**src/rtl/uart_pkg.sv**
```systemverilog
// Shared types for the UART transmit arbiter.
// Arbiter state encoding and the UART byte width.
package uart_pkg;

    localparam int UART_BYTE_W = 8;

    typedef enum logic [1:0] {
        IDLE,
        GRANT,
        GAP
    } e_arb_state;

endpackage

```
**src/rtl/uart_tx_arbiter_rr_pick.sv**
```systemverilog
// Round-robin pick: first asserted request at or above i_ptr,
// wrapping modulo N.
module rr_priority_pick #(
    parameter int N  = 4,
    parameter int IW = (N > 1) ? $clog2(N) : 1
) (
    input  logic [N-1:0]  i_req,
    input  logic [IW-1:0] i_ptr,
    output logic          o_valid,
    output logic [IW-1:0] o_idx
);

    int j;

    // Walk offsets downward so the smallest offset is the last writer.
    always_comb begin
        o_valid = 1'b0;
        o_idx   = '0;
        j       = 0;
        for (int k = N - 1; k >= 0; k--) begin
            j = int'(i_ptr) + k;
            if (j >= N) begin
                j = j - N;
            end
            if (i_req[IW'(j)]) begin
                o_valid = 1'b1;
                o_idx   = IW'(j);
            end
        end
    end

endmodule

```
**src/rtl/uart_tx_arbiter.sv**
```systemverilog
// Shares one uart_tx between N_SRC message sources, one message
// per grant, round-robin, with a stall watchdog and release gap.
module uart_tx_arbiter
    import uart_pkg::*;
#(
    parameter int N_SRC      = 4,
    parameter int TIMEOUT    = 16,
    parameter int GAP_CYCLES = 2,
    parameter int IW         = $clog2(N_SRC)
) (
    input  logic                                clk,
    input  logic                                rst_n,
    input  logic [N_SRC-1:0]                    i_src_want,
    input  logic [N_SRC-1:0]                    i_src_req,
    input  logic [N_SRC-1:0][UART_BYTE_W-1:0]   i_src_data,
    input  logic [N_SRC-1:0]                    i_src_done,
    output logic [N_SRC-1:0]                    o_src_cts,
    output logic [N_SRC-1:0]                    o_src_idle,
    input  logic                                i_tx_cts,
    input  logic                                i_tx_idle,
    output logic [UART_BYTE_W-1:0]              o_tx_data,
    output logic                                o_tx_req,
    output logic                                o_grant_valid,
    output logic [IW-1:0]                       o_grant_idx,
    output logic                                o_timeout
);

    localparam int WW = $clog2(TIMEOUT + 1);
    localparam int GW = (GAP_CYCLES > 0) ? $clog2(GAP_CYCLES + 1) : 1;
    localparam logic [WW-1:0] WD_LAST  = WW'(TIMEOUT - 1);
    localparam logic [GW-1:0] GAP_LAST = GW'((GAP_CYCLES > 0) ? GAP_CYCLES - 1 : 0);
    localparam logic [IW-1:0] LAST_SRC = IW'(N_SRC - 1);

    e_arb_state    state_q, state_d;
    logic [IW-1:0] rr_ptr_q, rr_ptr_d;
    logic [IW-1:0] grant_idx_q, grant_idx_d;
    logic [WW-1:0] wd_cnt_q, wd_cnt_d;
    logic [GW-1:0] gap_cnt_q, gap_cnt_d;

    logic          pick_valid;
    logic [IW-1:0] pick_idx;
    logic          g_req;
    logic          g_done;
    logic          wd_fire;

    rr_priority_pick #(
        .N  (N_SRC),
        .IW (IW)
    ) u_pick (
        .i_req   (i_src_want),
        .i_ptr   (rr_ptr_q),
        .o_valid (pick_valid),
        .o_idx   (pick_idx)
    );

    assign o_grant_idx = grant_idx_q;

    always_comb begin
        state_d       = state_q;
        rr_ptr_d      = rr_ptr_q;
        grant_idx_d   = grant_idx_q;
        wd_cnt_d      = wd_cnt_q;
        gap_cnt_d     = gap_cnt_q;
        o_src_cts     = '0;
        o_src_idle    = '0;
        o_tx_data     = '0;
        o_tx_req      = 1'b0;
        o_grant_valid = 1'b0;
        o_timeout     = 1'b0;

        g_req   = i_src_req[grant_idx_q];
        g_done  = i_src_done[grant_idx_q];
        wd_fire = (state_q == GRANT) && !g_req && (wd_cnt_q == WD_LAST);

        unique case (state_q)
            IDLE: begin
                if (pick_valid) begin
                    grant_idx_d = pick_idx;
                    wd_cnt_d    = '0;
                    state_d     = GRANT;
                end
            end
            GRANT: begin
                o_grant_valid          = 1'b1;
                o_tx_req               = g_req;
                o_tx_data              = i_src_data[grant_idx_q];
                o_src_cts[grant_idx_q]  = i_tx_cts;
                o_src_idle[grant_idx_q] = i_tx_idle;
                // A coincident done wins, so no timeout is reported.
                if (g_done || wd_fire) begin
                    rr_ptr_d  = (grant_idx_q == LAST_SRC) ? '0
                              : grant_idx_q + IW'(1);
                    o_timeout = !g_done;
                    gap_cnt_d = '0;
                    state_d   = (GAP_CYCLES > 0) ? GAP : IDLE;
                end else begin
                    wd_cnt_d = g_req ? '0 : wd_cnt_q + WW'(1);
                end
            end
            GAP: begin
                if (gap_cnt_q == GAP_LAST) begin
                    gap_cnt_d = '0;
                    state_d   = IDLE;
                end else begin
                    gap_cnt_d = gap_cnt_q + GW'(1);
                end
            end
            default: begin
                state_d = IDLE;
            end
        endcase
    end

    always_ff @(posedge clk or negedge rst_n) begin
        if (!rst_n) begin
            state_q     <= IDLE;
            rr_ptr_q    <= '0;
            grant_idx_q <= '0;
            wd_cnt_q    <= '0;
            gap_cnt_q   <= '0;
        end else begin
            state_q     <= state_d;
            rr_ptr_q    <= rr_ptr_d;
            grant_idx_q <= grant_idx_d;
            wd_cnt_q    <= wd_cnt_d;
            gap_cnt_q   <= gap_cnt_d;
        end
    end

endmodule

```
**config.mk**
```make
export PLATFORM = sky130hd
export DESIGN_NAME = uart_tx_arbiter
export DESIGN_NICKNAME = d
export VERILOG_FILES = /design/src/rtl/uart_pkg.sv /design/src/rtl/uart_tx_arbiter_rr_pick.sv /design/src/rtl/uart_tx_arbiter.sv
export SDC_FILE = /design/constraint.sdc
export NUM_CORES = 1
export LEC_CHECK = 0
export BUFFER_PORTS_ARGS = -buffer_cell sky130_fd_sc_hd__buf_2
export CORE_UTILIZATION = 38
export CTS_CLUSTER_SIZE = 25
export DETAILED_ROUTE_END_ITERATION = 8
export GPL_ROUTABILITY_DRIVEN = 0
export PLACE_DENSITY_LB_ADDON = 0.12
export SLEW_MARGIN = 20
export SYNTH_ARGS = -nofsm -noshare
export SYNTH_HDL_FRONTEND = slang
export SYNTH_HIERARCHICAL = 1
export SYNTH_SLANG_ARGS = --single-unit
```
**constraint.sdc**
```tcl
create_clock -name clk -period 2 [get_ports clk]
set_clock_uncertainty 0.1 [all_clocks]
set_input_delay 0.6 -clock clk [delete_from_list [all_inputs] [get_ports clk]]
set_output_delay 0.6 -clock clk [all_outputs]
set_load 0.02 [all_outputs]
```
**After elaboration in Yosys (flattened, before gate mapping)**

Index checks and enable logic that the tools add are counted.

- Flip-flop bits (word level): 13
- Output and inout bits: 21

- Muxes and demuxes: 51
- Add/sub/neg operators: 10
- Reduce and logical (&&, ||, !) cells: 14
- Eq/ne operators: 9
- Bitwise operators: 2
- Magnitude comparators: 10

Operators with widths:

| operator | count |
|---|---|
| $mux W2 | 14 |
| $mux W1 | 19 |
| $bmux W8 S2 | 1 |
| $lt A2 B4 Y1 const B | 4 |
| $mux W8 | 2 |
| $mux W5 | 3 |
| $bmux W1 S2 | 6 |
| $pmux W5 S2 | 1 |
| $ge A3 B3 Y1 const B | 3 |
| $and A4 B4 Y4 | 2 |
| $mux W4 | 2 |
| $sub A2 B1 Y2 const B | 4 |
| $add A2 B2 Y3 const B | 2 |
| $ne A2 B2 Y1 const B | 3 |
| $pmux W2 S3 | 1 |
| $reduce_and A2 Y1 | 3 |
| $reduce_and A3 Y1 | 2 |
| $add A5 B1 Y5 const B | 1 |
| $eq A5 B4 Y1 const B | 1 |
| $add A2 B1 Y2 const B | 2 |
| $eq A2 B1 Y1 const B | 2 |
| $eq A2 B2 Y1 const B | 2 |
| $pmux W2 S2 | 1 |
| $reduce_bool A2 Y1 | 2 |
| other kinds (10) | 13 |

**Logic depth before layout (Yosys ltp)**

- Depth in word-level cells: 12
- Depth in mapped cells: 7

**Modules after synthesis**

Netlist, hierarchy kept.

By module, submodules not included:

| module | cells an instance | area an instance (sq um) | times used |
|---|---|---|---|
| uart_tx_arbiter | 97 | 1,038.5 | 1 |
| rr_priority_pick | 13 | 77.6 | 1 |

**Least setup slack after synthesis**

OpenSTA, ideal clock, no wires.

- Path type: register -> output
- Start point: register grant_idx_q[0], in the netlist o_grant_idx[0]
- End point: output port o_timeout
- Data arrival time: 1,792 ps
- Stages on the path, launching flop included: 4
- Path slack: -492 ps
- Cells stage by stage: dfrtp_1 -> mux4_2 -> nand2b_4 -> nor3_1

- Cells in the longest elaborated chain, start to end: 8
- Elaborated cells between the ends (all ways): 11
- Classes of those cells: mux (6); reduce/logical (5)

RTL lines:

| item | line | text |
|---|---|---|
| start: declaration | uart_tx_arbiter.sv:36 | `logic [IW-1:0] grant_idx_q, grant_idx_d;` |
| start signal: assignment | uart_tx_arbiter.sv:124 | `grant_idx_q <= grant_idx_d;` |
| $bmux W1 S2 | uart_tx_arbiter.sv:71 | `g_req = i_src_req[grant_idx_q];` |
| $mux W1 (not written as such) | uart_tx_arbiter.sv:71 |  |
| $logic_not A1 Y1 | uart_tx_arbiter.sv:73 | `wd_fire = (state_q == GRANT) && !g_req && (wd_cnt_q == WD_LAST);` |
| $logic_and A1 B1 Y1 (2 in a row) | uart_tx_arbiter.sv:73 |  |
| $logic_or A1 B1 Y1 | uart_tx_arbiter.sv:90 | `if (g_done \|\| wd_fire) begin` |
| $mux W1 * | uart_tx_arbiter.sv:90 |  |
| $mux W1 * | uart_tx_arbiter.sv:75 | `unique case (state_q)` |
| end: declaration | uart_tx_arbiter.sv:25 | `output logic o_timeout` |

Mark *: on every way between the ends. The rest lies on a longest branch, timed or not. The select of a mux whose other input is x is not followed.

**Worst setup path after layout**

Same ends and word-level chain as after synthesis.

==> flow_results.xml <==
<?xml version="1.0" encoding="UTF-8"?>
<metrics>
  <group name="cells_and_area">
    <metric name="filler_cell_count" unit="">216</metric>
    <metric name="layout.core_utilization" unit="%">69.1</metric>
    <metric name="area_taken_by_multi_input_logic_gates" unit="sq um">883</metric>
    <metric name="final_common_cell" unit="">buf_2</metric>
    <metric name="design.final.nets" unit="">255</metric>
    <metric name="layout.cells.most_common_list" unit="">buf_2 (60), buf_4 (18), mux4_2 (10), dfrtp_1 (10), buf_6 (10)</metric>
    <metric name="diodes" unit="">0</metric>
    <metric name="sequential_cell_area" unit="sq um">329</metric>
    <metric name="area_delta_synth_final" unit="%">70.7</metric>
    <metric name="stdcell_count" unit="">231</metric>
    <metric name="drive_above_1_share" unit="%">70.5</metric>
  </group>
  <group name="timing">
    <metric name="final.min_clock_period" unit="ps">2410</metric>
    <metric name="fmax" unit="MHz">416</metric>
    <metric name="rsz0062_at_grt" unit="">true</metric>
    <metric name="period_share" unit="%">120</metric>
    <metric name="slew_headroom" unit="%">80.2</metric>
    <metric name="setup_viol" unit="">24</metric>
    <metric name="finalWorstSetupSlack" unit="ps">-405</metric>
    <metric name="max_slew.worst_pin.slew" unit="ps">297</metric>
    <metric name="report.final.slew_viol_count" unit="">0</metric>
    <metric name="timing.final.hold_violations" unit="">0</metric>
  </group>
  <group name="setup_path">
    <metric name="slowest_stage" unit="">mux4_2</metric>
    <metric name="crit_path_max_fanout" unit="">6</metric>
    <metric name="setup.worst_path.start_class" unit="">flip-flop</metric>
    <metric name="slowest_delay" unit="ps">550</metric>
    <metric name="worst_ep_required_time" unit="ps">1300</metric>
    <metric name="critical_path.endpoint_type" unit="">primary output</metric>
    <metric name="rrSetupSlack" unit="ps">-130</metric>
    <metric name="worst_r2r_startpoint" unit="">o_grant_idx[0]</metric>
    <metric name="crit_chain" unit="">mux4_2, nand2b_4, nor3_4, buf_6</metric>
    <metric name="ff2ff_path_depth" unit="">8</metric>
    <metric name="critPathKind" unit="">reg2out</metric>
    <metric name="r2r-end" unit="">gap_cnt_q[0]</metric>
    <metric name="cp.arrival" unit="ps">1710</metric>
  </group>
  <group name="cts">
    <metric name="cts_root_buffer" unit="">clkbuf_4</metric>
    <metric name="numCtsBuffers" unit="">3</metric>
    <metric name="tritoncts_num_sinks" unit="">13</metric>
    <metric name="clk_buf_depth" unit="">2</metric>
    <metric name="clk-insertion-delay-late" unit="ps">290</metric>
    <metric name="htree_levels" unit="">1</metric>
    <metric name="cts_tree" unit="">built</metric>
    <metric name="path_clk_slew" unit="ps">90</metric>
  </group>
  <group name="floorplanning">
    <metric name="core-area" unit="sq mm">0.00276</metric>
    <metric name="num_io_pins" unit="">69</metric>
    <metric name="fp.dieArea" unit="sq mm">0.00316</metric>
    <metric name="initial_core_utilization" unit="%">40.5</metric>
    <metric name="rows" unit="">19</metric>
    <metric name="die_w" unit="um">56.2</metric>
    <metric name="die_h" unit="um">56.2</metric>
  </group>
  <group name="synthesis">
    <metric name="synth_async_sr_flop_share" unit="%">100</metric>
    <metric name="synth_enable_flop_cells" unit="">0</metric>
    <metric name="synth_warnings" unit="">6</metric>
    <metric name="syn_area" unit="sq mm">0.00112</metric>
    <metric name="synthCells" unit="">110</metric>
    <metric name="post-synth-top-area-cell" unit="">dfrtp_1</metric>
    <metric name="synthTopCellsByArea" unit="">dfrtp_1 (29%), mux4_2 (20%), ha_1 (6.7%), and2_1 (5.6%), and3_1 (5.6%)</metric>
    <metric name="ys_seq_area_share" unit="%">29.1</metric>
    <metric name="synth_fp_nets" unit="">164</metric>
    <metric name="portion_of_synthesized_cell_area_occupied_by_the_leading_cell_type" unit="%">29.1</metric>
    <metric name="postSynth.topFlopCell" unit="">dfrtp_1</metric>
    <metric name="avgSynthCellArea" unit="sq um">10.1</metric>
    <metric name="yosys_register_bits" unit="">13</metric>
    <metric name="synth_cell_type_count" unit="">33</metric>
  </group>
  <group name="global_route">
    <metric name="first_global_vias" unit="">1105</metric>
    <metric name="pin_count_of_the_biggest_net_entering_global_routing" unit="">20</metric>
    <metric name="grt_pass1_wl" unit="mm">4.79</metric>
    <metric name="gr-total-overflow" unit="">0</metric>
    <metric name="total_global_route_track_usage" unit="%">19.0</metric>
    <metric name="antenna_found_initial" unit="">0</metric>
  </group>
  <group name="hold_path">
    <metric name="worstHoldPathType" unit="">in2async</metric>
  </group>
  <group name="placement">
    <metric name="hpwlAfterDp" unit="mm">2.36</metric>
    <metric name="pre_cts_ws" unit="ps">-348</metric>
    <metric name="buffer_ports.inserted" unit="">68</metric>
    <metric name="place.detailed.instances" unit="">221</metric>
  </group>
  <group name="run">
    <metric name="maxCapViolations" unit="">0</metric>
  </group>
  <group name="pwr">
    <metric name="power_density" unit="mW/mm^2">1330</metric>
    <metric name="power.leakage" unit="nW">0.950</metric>
    <metric name="vdd_ir_drop_max" unit="uV">971</metric>
  </group>
  <group name="route">
    <metric name="route.detailed.drc" unit="">0</metric>
    <metric name="firstDrtPassIters" unit="">4</metric>
    <metric name="num_vias" unit="">1221</metric>
    <metric name="post_drt_wl_per_cell" unit="um">13.6</metric>
    <metric name="vias_per_std_cell" unit="">5.29</metric>
    <metric name="wl" unit="mm">3.14</metric>
    <metric name="first_iter_violations" unit="">33</metric>
    <metric name="antenna_left" unit="">0</metric>
  </group>
  <group name="run_status">
    <metric name="failed_checks" unit="">negative setup slack</metric>
    <metric name="outcome" unit="">finished, violations left</metric>
  </group>
</metrics>
==> logic make-up (layout without fill, tap and decap cells) <==
group / after synthesis / after routing / synth area share [%]
simple gates: 50 / 50 / 26.0
buf+inv: 12 / 102 / 4.26
compound gates: 15 / 15 / 9.87
flops: 13 / 13 / 29.1
fa+ha+maj: 6 / 6 / 6.73
mux: 14 / 14 / 24.0
==> final cells by class <==
| cell class | count | share of cell area [%] |
|---|---|---|
| inverters | 8 | 1.84 |
| flip-flops and latches | 13 | 17.3 |
| multi-input cells | 85 | 46.4 |
| well taps | 31 | 2.04 |
| repair buffers | 90 | 31.1 |
| clock buffers | 4 | 1.38 |
==> critical path: cells and delay by family, from the launching register on <==
family,cells,cell delay (ps)
muxes,1,550
and+or+nand+nor,2,290
buffers and inverters,1,140
DFF,1,440
==> state kept, by name (all words and copies together), names as in the netlist <==
register	flops
rr_ptr_q	2
gap_cnt_q	2
state_q	2
wd_cnt_q	5
o_grant_idx	2
==> stage by stage <==
stage | total power, mW | hold slack (ps) | cell area [sq um] | setup TNS (ps)
2_1_floorplan | 1.46 | 204 | 1170 | -477
5_1_grt | 2.69 | 109 | 1910 | -7530
3_5_place_dp | 1.98 | 400 | 1650 | -3890
3_3_place_gp | 1.95 | 400 | 1650 | -3570
6_report | 2.53 | 82.8 | 1910 | -6050
4_1_cts | 2.25 | 103 | 1730 | -5520
==> worst max-delay path by stage <==
| stage | startpoint | end | slack [ps] | cells after the start |
|---|---|---|---|---|
| finish | o_grant_idx[0] | o_timeout | -410 | 4 |
| global route | wd_cnt_q[0] | o_timeout | -470 | 6 |
| CTS | o_grant_idx[0] | o_timeout | -420 | 4 |
| detailed placement | i_src_req[3] | o_timeout | -350 | 5 |
| global placement | i_src_req[3] | o_timeout | -330 | 5 |
| floorplan | i_src_req[3] | o_timeout | -190 | 3 |
==> where the power goes <==
part           total, mW  switching [mW]  leakage [nW]  internal (mW)
registers          0.463           0.114         0.166          0.349
clock network      0.173          0.0957        0.0150         0.0776
logic               1.90           0.848         0.769           1.05
total               2.53            1.06         0.950           1.48
==> routing by layer <==
| metal | vias up | share of wire (%) | global-route usage, % |
|---|---|---|---|
| met2 | 46 | 53 | 34.2 |
| li1 | 589 | - | - |
| met5 | - | 0 | 0 |
| met4 | 0 | 1.7 | 6.27 |
| met1 | 580 | 37 | 21.7 |
| met3 | 6 | 8.0 | 4.88 |
==> Yosys cell counts (2+ instances only) <==
library cell / instances
nand2_1: 7
nand3_1: 3
nand2b_1: 3
a21oi_1: 2
ha_1: 6
buf_2: 2
and3_1: 10
o21ai_0: 4
and2_1: 10
inv_1: 8
clkbuf_1: 2
mux2_2: 2
dfrtp_1: 13
nand3b_1: 3
mux2i_1: 2
nor2_1: 7
mux4_2: 10
==> what timing repair did <==
item                                    in CTS  in global routing
endpoints found under the setup margin      24                 28
pin swaps                                    3                  3
hold buffers                                 0                  0
cloned                                       0                  1
gates resized for setup                     14                 30
setup buffers                                2                  3
No activity file was read; power rests on OpenSTA's default activity.
